### config.mk
export PLATFORM = sky130hd
export DESIGN_NAME = serial_divider
export DESIGN_NICKNAME = d
export VERILOG_FILES = /design/src/rtl/serial_divider.sv
export SDC_FILE = /design/constraint.sdc
export NUM_CORES = 1
export LEC_CHECK = 0
export ABC_AREA = 1
export BUFFER_PORTS_ARGS = -buffer_cell sky130_fd_sc_hd__buf_4
export CORE_UTILIZATION = 40
export CTS_CLUSTER_SIZE = 28
export DETAILED_ROUTE_END_ITERATION = 16
export PLACE_DENSITY = 0.7
export REMOVE_ABC_BUFFERS = 1
export SYNTH_ARGS = -nofsm -noshare
export SYNTH_HDL_FRONTEND = slang
export SYNTH_SLANG_ARGS = --single-unit
### constraint.sdc
create_clock -name clk -period 4.9 [get_ports clk]
set_input_delay 0.98 -clock clk [delete_from_list [all_inputs] [get_ports clk]]
set_output_delay 0.98 -clock clk [all_outputs]
set_load 0.01 [all_outputs]
### src/rtl/serial_divider.sv
// serial_divider: unsigned restoring divider that produces one quotient bit per clock.
//
// Parameters
//   SIZE        operand, quotient and remainder width in bits (>= 2)
// Ports
//   clk         rising-edge clock
//   rst         asynchronous active-high reset
//   start       request a division; accepted only while idle
//   dividend    unsigned numerator, sampled when start is accepted
//   divisor     unsigned denominator, sampled when start is accepted
//   busy        high while iterating
//   done        one-cycle pulse when quotient/remainder/div_by_zero are fresh
//   quotient    unsigned result (all ones on a zero divisor)
//   remainder   unsigned remainder (the dividend on a zero divisor)
//   div_by_zero set with a result whose divisor was zero
module serial_divider #(
  parameter int SIZE = 16
) (
  input  logic            clk,
  input  logic            rst,
  input  logic            start,
  input  logic [SIZE-1:0] dividend,
  input  logic [SIZE-1:0] divisor,
  output logic            busy,
  output logic            done,
  output logic [SIZE-1:0] quotient,
  output logic [SIZE-1:0] remainder,
  output logic            div_by_zero
);

  localparam int          CW   = $clog2(SIZE);
  localparam logic [CW-1:0] LAST = CW'(SIZE - 1);

  typedef enum logic [1:0] {
    IDLE = 2'd0,
    RUN  = 2'd1,
    DONE = 2'd2
  } state_t;

  state_t          state_q, state_d;
  logic [CW-1:0]   count_q, count_d;
  logic [SIZE:0]   rem_q, rem_d;        // partial remainder, one bit wider than the operands
  logic [SIZE-1:0] dvd_q, dvd_d;        // dividend, shifted out MSB first
  logic [SIZE-1:0] dvs_q, dvs_d;
  logic [SIZE-1:0] qacc_q, qacc_d;      // quotient bits collected during RUN
  logic [SIZE-1:0] quotient_q, quotient_d;
  logic [SIZE-1:0] remainder_q, remainder_d;
  logic            dbz_q, dbz_d;
  logic            busy_q, busy_d;
  logic            done_q, done_d;

  logic [SIZE:0]   shifted_s;
  logic [SIZE+1:0] diff_s;
  logic            borrow_s;
  logic [SIZE:0]   next_rem_s;
  logic [SIZE-1:0] next_qacc_s;

  // One restoring step: shift in the next dividend bit, trial-subtract, restore on borrow.
  always_comb begin
    shifted_s   = (rem_q << 1) | {{SIZE{1'b0}}, dvd_q[SIZE-1]};
    diff_s      = {1'b0, shifted_s} - {2'b00, dvs_q};
    borrow_s    = diff_s[SIZE+1];
    next_rem_s  = borrow_s ? shifted_s : diff_s[SIZE:0];
    next_qacc_s = (qacc_q << 1) | {{(SIZE-1){1'b0}}, ~borrow_s};
  end

  // Next-state, datapath and result-register update.
  always_comb begin
    state_d     = state_q;
    count_d     = count_q;
    rem_d       = rem_q;
    dvd_d       = dvd_q;
    dvs_d       = dvs_q;
    qacc_d      = qacc_q;
    quotient_d  = quotient_q;
    remainder_d = remainder_q;
    dbz_d       = dbz_q;
    case (state_q)
      IDLE: begin
        if (start) begin
          if (divisor != {SIZE{1'b0}}) begin
            dvd_d   = dividend;
            dvs_d   = divisor;
            rem_d   = {(SIZE+1){1'b0}};
            qacc_d  = {SIZE{1'b0}};
            count_d = {CW{1'b0}};
            state_d = RUN;
          end else begin
            // Zero divisor skips RUN and reports immediately.
            quotient_d  = {SIZE{1'b1}};
            remainder_d = dividend;
            dbz_d       = 1'b1;
            state_d     = DONE;
          end
        end else begin
          state_d = IDLE;
        end
      end
      RUN: begin
        rem_d  = next_rem_s;
        qacc_d = next_qacc_s;
        dvd_d  = dvd_q << 1;
        if (count_q == LAST) begin
          // Final step: the remainder is below the divisor, so it fits SIZE bits.
          quotient_d  = next_qacc_s;
          remainder_d = next_rem_s[SIZE-1:0];
          dbz_d       = 1'b0;
          count_d     = {CW{1'b0}};
          state_d     = DONE;
        end else begin
          count_d = count_q + CW'(1);
          state_d = RUN;
        end
      end
      DONE: begin
        state_d = IDLE;
      end
      default: begin
        state_d = IDLE;
      end
    endcase
    busy_d = (state_d == RUN);
    done_d = (state_d == DONE);
  end

  // State and datapath registers.
  always_ff @(posedge clk or posedge rst) begin
    if (rst) begin
      state_q     <= IDLE;
      count_q     <= {CW{1'b0}};
      rem_q       <= {(SIZE+1){1'b0}};
      dvd_q       <= {SIZE{1'b0}};
      dvs_q       <= {SIZE{1'b0}};
      qacc_q      <= {SIZE{1'b0}};
      quotient_q  <= {SIZE{1'b0}};
      remainder_q <= {SIZE{1'b0}};
      dbz_q       <= 1'b0;
      busy_q      <= 1'b0;
      done_q      <= 1'b0;
    end else begin
      state_q     <= state_d;
      count_q     <= count_d;
      rem_q       <= rem_d;
      dvd_q       <= dvd_d;
      dvs_q       <= dvs_d;
      qacc_q      <= qacc_d;
      quotient_q  <= quotient_d;
      remainder_q <= remainder_d;
      dbz_q       <= dbz_d;
      busy_q      <= busy_d;
      done_q      <= done_d;
    end
  end

  assign busy        = busy_q;
  assign done        = done_q;
  assign quotient    = quotient_q;
  assign remainder   = remainder_q;
  assign div_by_zero = dbz_q;

endmodule

==> results of run 1 <==
==> through the flow <==
step	instance area, um^2	utilization	power, W	setup slack, ns
floorplan	5330	-	0.00316	1.19
global placement	6140	0.460	0.00391	2.12
detailed placement	6140	0.460	0.00395	2.02
CTS	6440	0.483	0.00471	2.30
global route	6440	0.483	0.00513	2.08
finish	6440	0.483	0.00467	2.31
==> sequential cells by signal, summed over array words and instances (netlist names) <==
signal / flops
dvd_q: 16
dvs_q: 16
quotient: 16
rem_q: 16
remainder: 16
qacc_q: 15
count_q: 4
state_q: 2
busy: 1
div_by_zero: 1
done: 1
==> path summary, 6_finish.rpt <==
path	from	to	slack, ns	cells past startpoint
max in group asynchronous	rst	rem_q[2]	3.12	3
worst max-delay path	state_q[1]	remainder[12]	2.31	12
worst min register to register	count_q[1]	count_q[1]	0.50	2
min in group asynchronous	rst	quotient[7]	0.81	2
worst min-delay path	count_q[1]	count_q[1]	0.50	2
worst max register to register	state_q[1]	remainder[12]	2.31	12
==> tightest hold or removal path, delay by kind of cell, from the launching register on <==
kind / cells / cell delay (ns)
flip-flops: 1 / 0.36
AND/OR/NAND/NOR: 2 / 0.11
==> layout make-up <==
| class | count | area, um^2 |
|---|---|---|
| Timing Repair Buffer | 78 | 586 |
| Fill cell | 1329 | 6900 |
| Clock inverter | 5 | 63.8 |
| Multi-Input combinational cell | 460 | 2340 |
| Tap cell | 176 | 220 |
| Inverter | 102 | 385 |
| Sequential cell | 104 | 2600 |
| Clock buffer | 11 | 243 |
==> cell families after synthesis <==
logic type | Yosys count | share of synthesized area
and+or+nand+nor | 323 | 0.256
buffers and inverters | 132 | 0.105
AOI/OAI and AO/OA | 109 | 0.110
DFF | 104 | 0.471
adders and majority gates | 18 | 0.0421
xor gates and xnor gates | 9 | 0.0143
muxes | 1 | 0.00204
==> cells in the mapped netlist, drive strengths merged (3+ instances only) <==
master  instances  share of area
nand2         186           0.13
dfrtp         104           0.47
inv           102          0.069
nand3          51          0.047
o21ai          47          0.043
nor2           45          0.032
a21oi          28          0.028
clkbuf         23          0.026
a31oi          18          0.020
nand4          18          0.020
ha             17          0.038
or2            16          0.018
o22ai          14          0.016
xor2            8          0.013
buf             7         0.0095
and2            4         0.0048
nor3            3         0.0036
==> placed cells by master (no fill, tap or decap), types with 2 or more instances in the layout <==
master / count
sky130_fd_sc_hd__nand2_1: 181
sky130_fd_sc_hd__or2_2: 16
sky130_fd_sc_hd__a21oi_1: 26
sky130_fd_sc_hd__buf_4: 78
sky130_fd_sc_hd__xor2_1: 8
sky130_fd_sc_hd__a31oi_1: 18
sky130_fd_sc_hd__nand2_2: 4
sky130_fd_sc_hd__o22ai_1: 14
sky130_fd_sc_hd__nand4_1: 18
sky130_fd_sc_hd__nor3_1: 2
sky130_fd_sc_hd__nor2_1: 43
sky130_fd_sc_hd__dfrtp_1: 104
sky130_fd_sc_hd__o21ai_0: 47
sky130_fd_sc_hd__and2_1: 3
sky130_fd_sc_hd__clkbuf_16: 9
sky130_fd_sc_hd__nand3_1: 50
sky130_fd_sc_hd__ha_1: 17
sky130_fd_sc_hd__inv_1: 101
==> layer usage <==
metal | share of wire | vias up
li1 | - | 2348
met1 | 0.48 | 2027
met2 | 0.46 | 79
met3 | 0.036 | 17
met4 | 0.022 | 0
met5 | 0 | -
==> power groups by stage <==
| stage | combinational (W) | sequential (W) | clock, W |
|---|---|---|---|
| floorplan | 0.00170 | 0.00145 | 0 |
| global placement | 0.00247 | 0.00144 | 0 |
| detailed placement | 0.00251 | 0.00144 | 0 |
| CTS | 0.00253 | 0.00142 | 0.000763 |
| global route | 0.00287 | 0.00146 | 0.000798 |
| finish | 0.00251 | 0.00142 | 0.000749 |
==> results by stage, run 1 <==
Place:
- Detailed placement finished with a half-perimeter wire length of approximately 8800 um.
- The total placed cells including tap cells is 920.
- Buffers placed on the I/O ports in this run total 69.
- The placer congestion estimate is roughly 0.87.

Timing:
- At the pin with the least slew margin, the transition time is between 0.8 and 0.9 ns.
- The max-slew violation count is 0.
- The worst hold-check slack is between 0.4 and 0.5 ns.
- The relative slew slack is 0.407.
- Setup violations remaining at the end of the flow were counted as 0.
- Timing would allow up to just under 400 MHz.
- Setup repair after global routing left no endpoint under its margin.
- The ratio of final minimum period to clock period is 0.528.
- For the final database, setup skew stands at 0.00977 ns.
- The clock period could shrink to 2.59 ns.
- The final hold violation count is 0.
- After routing, the total negative slack on setup checks comes to 0 ns.

Worst setup path:
- The worst setup path is of the flip-flop to flip-flop kind.
- The most frequent cell on the critical path is sky130_fd_sc_hd__nand2_1.
- Walking the worst path, the cells encountered are nor2_4 -> buf_4 -> nand2_1 -> nand2_1 -> inv_1 -> nand2_1 -> buf_4 -> inv_1 -> buf_4 -> or2_2 -> nand2_1 -> inv_1.
- The buffering stage count on the worst path with inverters included is 6.
- The endpoint class of the critical path is a flip-flop.
- The cell with the biggest individual delay on the critical path is sky130_fd_sc_hd__dfrtp_1.
- Of all nets on the critical path, the largest fanout is a little over 40.
- For the worst setup path, the data required time is a little over 5 ns.
- The data arrival time of the critical path is 2.85 ns.
- On the critical path the largest part of the delay comes from buffers and inverters.
- The largest single stage delay on the critical path is between 0.4 and 0.5 ns.
- The kind of start point of the critical path is a flip-flop.

Power:
- The logic gate share of total power is 0.537.
- The net switching component of the power is ~0.0021 W.
- The power per unit of standard cell area is around 730 nW/um^2.
- The internal power summed over all cells is approximately 0.0026 W.
- Summed over all cells, the static leakage comes to 3.32 nW.
- The share of total power dissipated in sequential elements is 0.303.
- Across the VDD grid, the largest voltage drop is about 0.25 mV.
- The switching share of total power is 0.446.
- The share of total power dissipated in the clock network is 0.160.

CTS:
- In this run, post-CTS repair resized a total of 0 instances.
- The root cell of the clock tree is sky130_fd_sc_hd__clkbuf_16.
- At the later pin of the worst-skew pair, clock insertion delay measures 0.36 ns.
- The H-tree generated during clock tree synthesis spans 3 levels.
- Once the clock tree was built, the setup fixing pass inserted 0 buffers.
- TritonCTS built the clock tree.
- The clock net in this run drives a total of about 100 sinks.
- After clock tree synthesis, the clock-pin slew on the worst setup and hold paths is roughly 0.07 ns.
- The number of clock buffers added by TritonCTS is 9.
- The worst-case clock buffer depth is 2.
- After clock tree synthesis, the flow added hold-fix buffers numbering 0.

Global routing:
- The number of antenna violations at the first check in global routing is 0.
- The met1 usage is 0.251.
- The met2 capacity usage during global routing is 0.290.
- In this run the most used layer during global routing was met2.
- In the global route stage, met3 resource usage came out at 0.0337.
- Global routing finished with a remaining overflow of 0.
- The number of global-route vias before repair is 4343.
- The first-pass GRT wire length is around 21000 um.
- The total global-route track usage is 0.185.
- The largest net degree at the start of global routing is 73.

Logic synthesis:
- The count of distinct cell types in the synthesized netlist is 34.
- Yosys mapped a number of flops with a built-in enable equal to 0.
- The mean area per synthesized cell is roughly 8 um^2.
- Of all flip-flops after synthesis, the portion carrying an async set or reset was 1.00.
- The synthesized design contains 104 register bits.
- The predominant post-synthesis flop cell is sky130_fd_sc_hd__dfrtp_1.
- The total number of yosys warnings is 0.
- Of the synthesized area, sequential elements account for 0.471.
- The netlist area before placement is roughly 5500 um^2.
- The synthesized netlist cell count is slightly below 700.

Detailed routing:
- The count of nets left with antenna violations once routing finished came out at 0.
- The first detailed-routing pass ran for 6 iterations.
- The post-detailed-route via-to-cell ratio is between 4 and 5.
- Dividing the detail-routed wire length by the instance count gives 13.1 um.
- The routed wire length is 12300 um.
- For this run, design rule violations remaining after detail routing come to 0.
- The final route contains between 4000 and 5000 vias.
- In this run, the number of DRC markers left after iteration 0 of detailed routing was between 300 and 400.

Die:
- Measured along the x axis, the die boundary spans roughly 120 um.
- 70 I/O pins were placed.
- The initialized floorplan defines 42 standard-cell rows.
- The region available for standard cell placement spans roughly 13000 um^2.
- The starting density of the core is 0.414.
- The die span in y is between 100 and 150 um.
- The floorplan step defined a die boundary enclosing approximately 14000 um^2.

Cells and area:
- The area growth from synthesis to final layout is 16.6%.
- In the final design database the tool counted approximately 800 nets.
- The count of cells in the finished layout, fillers not included, comes to ~940.
- The antenna diode count is 0.
- Of the cells placed in the final design, the portion with a size suffix greater than 1 is 0.162.

Min path:
- The min-delay analysis places its worst path in the category flip-flop to flip-flop.

Status:
- The flow ran to the end, and the final reports show no timing, DRC or antenna violations.

Run:
- The tool flagged a number of max-cap violations equal to 0.
Power figures use the tool's default switching activity.
==> run 2, diff against run 1 <==
Clock period 4.9 ns to 2.7 ns, I/O delays scaled along.
==> run 2 against run 1 <==
Net effect:
- wire length increased by 4.7%
- clock power increased by 70%
- worst hold slack got worse by 0.27 ns
- clock skew is 0.0010 ns higher
- utilization increased by 0.084 points
- critical path type unchanged
==> results by stage, run 2 (synthesis results as in run 1) <==
Status:
- The flow ran to the end, and the final reports show no timing, DRC or antenna violations.

Cells and area:
- The area growth from synthesis to layout is 16.8%.
- The count of placed standard cells in the final layout, fillers left out is between 900 and 1000.
- The number of nets in the layout is 813.
- Leaving out fill and tap cells, the most frequent cell in the layout is sky130_fd_sc_hd__nand2_1.
- The number of antenna diodes in the final layout is 0.
- The register area is approximately 2600 um^2.
- In the final layout, the multi-input gates occupy ~2300 um^2.
- The top cell types in the final layout, fill and taps aside, are sky130_fd_sc_hd__nand2_1, sky130_fd_sc_hd__dfrtp_1, sky130_fd_sc_hd__inv_1.
- The count of filler cells inserted in the layout is around 1300.
- The layout cell share with drive strength beyond 1 is 0.167.

Place:
- The final HPWL from detailed placement is 9280 um.
- Routability-driven placement finished with a final weighted congestion of 0.948.
- The number of placed instances, taps included, is about 900.
- The quantity of I/O buffers inserted on ports is roughly 70.

Timing:
- The worst hold-check slack is ~0.23 ns.
- The ratio of final minimum period to clock period is 0.888.
- The final hold violation count is 0.
- The final total negative setup slack is 0 ns.
- Setup repair after global routing left no endpoint under its margin.
- The max-slew violation count is 0.
- The total of endpoints with negative setup slack in the final report is 0.
- The transition at the pin with the smallest max-transition slack is ~0.54 ns.
- The post-route minimum period is between 2 and 2.5 ns.
- Clock skew on the completed layout was measured at between 0.01 and 0.015 ns.
- The relative slew slack is 0.638.
- The peak clock frequency supported by timing is roughly 420 MHz.

Power:
- Of the total power, the clock network draws 0.150.
- The switching share of total power is 0.456.
- In this run the static leakage power is between 3 and 4 nW.
- The worst-case IR drop observed on VDD is about 0.57 mV.
- The power consumption is 0.00848 W.
- For this design the ratio of total power to cell area is around 1300 nW/um^2.
- The internal power summed over all cells is roughly 0.0046 W.
- The net switching component of the power is just under 0.004 W.
- The portion of total power attributed to sequential cells is 0.304.
- The share of total power dissipated in combinational logic is 0.546.

CTS:
- Clock tree synthesis selected as its root buffer the cell sky130_fd_sc_hd__clkbuf_16.
- For the worst-skew pair, the clock arrives at the later sink with an insertion delay of around 0.36 ns.
- TritonCTS built the clock tree.
- In this run the deepest clock path goes through 2 buffers.
- CTS saw between 100 and 150 sinks.
- In this run, CTS created clock tree buffers numbering 9.
- The post-CTS resize count is 0.
- Clock-pin slew was measured on the worst setup and hold paths at around 0.070 ns.
- The post-CTS setup-driven buffer insertion count is 0.
- The maximum level of the CTS H-tree is 3.
- In this run, post-CTS hold repair placed 0 buffers.

Die:
- Measured along the x axis, the die boundary spans around 120 um.
- The die covers 14300 um^2.
- The initialized floorplan defines 42 standard-cell rows.
- The initial utilization of the core area, before any placement, comes to 0.414.
- The die is 120 um tall.
- Pin placement for this block handled 70 I/O pins.
- The area of the core region is 13300 um^2.

Worst setup path:
- Along the worst path, the maximum fanout reaches 18.
- The critical path ends at remainder[13].
- The worst register-to-register path has a setup slack of 0.30 ns.
- The worst register-to-register path begins at rem_q[12].
- The endpoint class of the critical path is a flip-flop.
- The start point of the critical path is rem_q[12].
- For the worst setup path, the data required time is around 3.0 ns.
- STA classifies the critical path startpoint as a flip-flop.
- The worst setup path is of the flip-flop to flip-flop kind.
- In this run the critical register-to-register path is captured at remainder[13].
- STA puts the critical path data arrival time at 2.70 ns.
- The length in cells of the worst reg-to-reg path is 10.

Global routing:
- The first global-routing pass estimated roughly 22000 um of wire.
- The number of antenna violations at the first check in global routing is 0.
- The number of global-route vias before repair is roughly 4400.
- The largest net degree at the start of global routing is between 50 and 60.
- The total global-route track usage is 0.192.
- The total overflow left after global routing is 0.

Detailed routing:
- In the routed design, unresolved DRC markers number 0.
- The detailed router placed 4597 vias in this run.
- After detailed routing, the number of vias per cell comes to a little under 5.
- For this block, the routed nets add up to roughly 13000 um of wire.
- The DRC marker count from the first detailed-route iteration is roughly 250.
- The first-pass detailed-route iteration total is 5.
- The routed wire length per instance is 13.7 um.
- In this run the remaining antenna-violating nets after routing total 0.

Min path:
- The type of the tightest min-delay check is input port to asynchronous set/reset pin.

Run:
- The number of violations of the max-capacitance limit is 0.
run 2: changes by cell type in the layout (fill, tap and decap cells not counted), sizes merged:
cell and change:
buf +5, inv +2, bufinv -1, clkbuf -1
run 2: how the worst min path moves through the flow:
stage,from,end,depth (start not counted)
after floorplan,count_q[1],count_q[1],2
after global placement,count_q[1],count_q[1],2
after detailed placement,quotient[0],quotient[0],2
after CTS,rst,quotient[7],2
after global routing,rst,quotient[7],2
final,rst,quotient[8],2
run 2: routing by layer:
metal / share of wire / GRT usage / vias up
met1: 0.47 / 0.262 / 2146
met2: 0.48 / 0.307 / 78
met5: 0 / 0 / -
li1: - / - / 2361
met4: 0.015 / 0.0742 / 0
met3: 0.040 / 0.0304 / 12
run 2: final cells by class:
cell class	count	area share
Multi-Input combinational cell	460	0.363
Clock buffer	10	0.0355
Sequential cell	104	0.403
Inverter	102	0.0597
Clock inverter	6	0.00795
Tap cell	176	0.0341
Timing Repair Buffer	83	0.0965
run 2: worst max-delay path, stage by stage, from the launching register on:
cell and delay [ns]:
sky130_fd_sc_hd__dfrtp_1 0.42, sky130_fd_sc_hd__ha_1 0.41, sky130_fd_sc_hd__nand2_1 0.11, sky130_fd_sc_hd__nor3_2 0.17, sky130_fd_sc_hd__and2_2 0.20, sky130_fd_sc_hd__nand2_4 0.14, sky130_fd_sc_hd__a21oi_4 0.49, sky130_fd_sc_hd__nand2_1 0.18
sky130_fd_sc_hd__nand3_1 0.11, sky130_fd_sc_hd__nand2_1 0.05, sky130_fd_sc_hd__inv_1 0.05
run 2: power groups by stage:
stage               Clock [W]  Combinational [W]  Sequential (W)
floorplan                   0            0.00309         0.00263
global placement            0            0.00461         0.00260
detailed placement          0            0.00463         0.00261
CTS                   0.00131            0.00466         0.00258
global route          0.00136            0.00528         0.00266
finish                0.00127            0.00463         0.00258
run 2: per-stage QoR:
step	util	cell area, um^2	setup slack (ns)
finish	0.484	6450	0.301
global route	0.484	6450	0.112
global placement	0.463	6170	0.397
CTS	0.484	6450	0.347
detailed placement	0.463	6170	0.391
floorplan	-	5330	-0.572
==> run 3, diff against run 2 <==
Settings changed: CORE_UTILIZATION 40 to 31, PLACE_DENSITY 0.7 to unset, PLACE_DENSITY_LB_ADDON set to 0.1.
==> run 3 against run 2 <==
Net effect:
- total power is 2.1% higher
- die area is 29% higher
- fmax is 0.71% higher
- flip-flop and latch count stayed put
- combinational power is 4% higher
- worst hold slack worse by 0.027 ns
- sequential power hardly changed
- first-iteration DRC count is 8.3% higher
- cell area is 1.4% higher
- utilization is 11 points lower
- critical path type unchanged
- critical endpoint is now remainder[5]
- largest power group unchanged
==> results by stage, run 3 (synthesis results as in run 1) <==
Detailed routing:
- The final layout contains routed wiring with a total length of roughly 15000 um.
- Summing over every cut layer, the via total after detailed routing is between 4000 and 5000.
- For this run, design rule violations remaining after detail routing come to 0.
- Dividing the detail-routed wire length by the instance count gives 14.7 um.
- The remaining antenna violation count after routing is 0.
- The first-pass detailed-route iteration total is 4.
- In the routed layout, each cell is associated on average with a via count of between 4 and 5.
- The first routing iteration left roughly 280 violations.

Timing:
- The worst hold-check slack is between 0.15 and 0.2 ns.
- The final total negative setup slack is 0 ns.
- Setup violations remaining at the end of the flow were counted as 0.
- The post-route minimum period is approximately 2.4 ns.
- Timing would allow up to 420 MHz.
- The relative slew slack is 0.511.
- The ratio of final minimum period to clock period is 0.882.
- The worst setup skew after layout is 0.00838 ns.
- For the pin with the worst max-slew slack, the measured transition is roughly 0.73 ns.
- The final hold violation count is 0.
- Setup repair after global routing left no endpoint under its margin.
- The max-slew violation count came to 0.

Power:
- Dividing total power by cell area gives a power density of 1320 nW/um^2.
- The power consumption is just under 0.009 W.
- The leakage dissipation is between 3 and 4 nW.
- The maximum vdd drop is just over 0.4 mV.

Die:
- The cell row count is between 40 and 50.
- The overall die area is between 15000 and 20000 um^2.
- The total area inside the core boundary comes to approximately 17000 um^2.
- The die boundary width is around 140 um.
- For this design the top-level I/O count stands at 70.
- The die span in y is 136 um.
- The initial utilization of the core area, before any placement, comes to 0.318.

CTS:
- Clock latency on the worst-skew pair, taken at its later pin, is ~0.36 ns.
- No sink is reached through more buffers than the 2 on the longest clock path.
- The clock transition at the register clock pins on the worst setup and hold paths after CTS is 0.08 ns.
- TritonCTS built the clock tree.
- The root cell of the clock tree is sky130_fd_sc_hd__clkbuf_16.
- The number of buffers inserted by hold repair at cts is 0.
- The clock buffer count from CTS is 9.
- The number of setup buffers added after CTS is 0.
- The H-tree was split into 3 levels.
- The total clock sinks is 104.
- The post-CTS resize count is 0.

Cells and area:
- After routing the design area is approximately 6500 um^2.
- The number of nets in the layout is 812.
- The library cell used most frequently in the layout, excluding fill and tap cells, is sky130_fd_sc_hd__nand2_1.
- In the layout the commonest cells are sky130_fd_sc_hd__nand2_1, sky130_fd_sc_hd__dfrtp_1, sky130_fd_sc_hd__inv_1.
- After the flow finishes, the layout carries non-filler instances totaling roughly 1000.
- Compared with the post-synthesis result, the final layout area differs by 18.4%.
- The multi-input combinational cells in the finished layout cover a total of about 2300 um^2.
- The layout cell share with drive strength beyond 1 is 0.168.
- The count of filler cells inserted in the layout is between 1500 and 2000.
- The antenna diode count is 0.
- The register area is 2600 um^2.

Place:
- The total placed cells including tap cells is between 900 and 1000.
- The total cell area at the placement stage is about 6300 um^2.
- Routability-driven placement finished with a final weighted congestion of between 0.8 and 0.9.
- The HPWL after detailed placement is 10200 um.
- The quantity of I/O buffers inserted on ports is 69.

Worst setup path:
- The critical path starts at rem_q[9].
- Traced cell by cell, the critical path runs through ha_1 -> nand2_1 -> nand2_1 -> nand2_1 -> nand3_1 -> a21oi_2 -> buf_4 -> a21oi_4 -> nand2_1 -> nand3_1 -> nand2_1 -> inv_1.
- The kind of start point of the critical path is a flip-flop.
- The buffering stage count on the worst path with inverters included is 2.
- The most frequent cell on the critical path is sky130_fd_sc_hd__nand2_1.
- In this run the worst path has a maximum fanout of 17.
- The endpoint class of the critical path is a flip-flop.
- The endpoint required time on the critical path is roughly 3 ns.
- In this run the critical register-to-register path is launched from rem_q[9].
- The stage delay of the slowest cell on the critical path is between 0.5 and 0.6 ns.
- STA puts the critical path data arrival time at roughly 2.7 ns.
- The cell with the biggest individual delay on the critical path is sky130_fd_sc_hd__a21oi_4.
- The type of the worst setup path is flip-flop to flip-flop.
- Among cell families on the critical path, the largest total delay comes from simple AND/OR/NAND/NOR gates.

Status:
- The flow ran to the end, and the final reports show no timing, DRC or antenna violations.

Global routing:
- The number of antenna violations at the first check in global routing is 0.
- The total overflow reported by the global router is 0.
- The number of global-route vias before repair was 4800.
- Entering global routing, the biggest net connects 58 pins.
- The total global-route track usage is 0.174.
- The first global-routing pass estimated 24500 um of wire.

Run:
- Max-cap violations in this run came to 0.

Min path:
- The path class of the tightest hold or removal check is input port to asynchronous set/reset pin.
[run 3: cell types whose count changed in the layout (fill, tap and decap cells not counted)]
cell | previous run | this run
sky130_fd_sc_hd__clkbuf_1 | 1 | 0
sky130_fd_sc_hd__clkbuf_8 | 0 | 1
sky130_fd_sc_hd__clkinv_2 | 1 | 0
sky130_fd_sc_hd__clkinvlp_4 | 0 | 2
sky130_fd_sc_hd__inv_8 | 1 | 0
sky130_fd_sc_hd__buf_4 | 83 | 80
sky130_fd_sc_hd__buf_12 | 0 | 2
[run 3: where the power goes]
group          switching [W]  leakage [nW]  internal [W]
registers           0.000332          1.27       0.00223
clock network       0.000630         0.136      0.000663
logic                0.00304          1.92       0.00176
[run 3: worst paths after layout]
kind / endpoint / slack [ns] / cells past startpoint
setup / recovery: remainder[5] / 0.32 / 12
hold / removal: div_by_zero / 0.20 / 2
setup reg to reg: remainder[5] / 0.32 / 12
hold reg to reg: quotient[0] / 0.50 / 2
max in group asynchronous: dvs_q[8] / 1.83 / 3
min in group clk: dvs_q[3] / 0.41 / 3
[run 3: through the flow]
| stage | util | worst slack, ns |
|---|---|---|
| global placement | 0.360 | 0.325 |
| floorplan | - | -0.572 |
| finish | 0.377 | 0.318 |
| global route | 0.377 | 0.0739 |
| CTS | 0.377 | 0.277 |
| detailed placement | 0.360 | 0.310 |
[run 3: final cells by class]
type	instances	share of cell area
inverter	102	0.0589
sequential	104	0.398
timing repair buffer	82	0.0979
multi-input combinational	460	0.358
clock inverter	6	0.00765
tap	225	0.0430
clock buffer	10	0.0365
[run 3: routing by layer]
layer / global-route usage / vias to the layer above / wire, um
met2: 0.281 / 71 / 6640
li1: - / 2355 / -
met3: 0.0359 / 9 / 616
met1: 0.236 / 2140 / 7080
met5: 0 / - / 0
met4: 0.0474 / 0 / 169
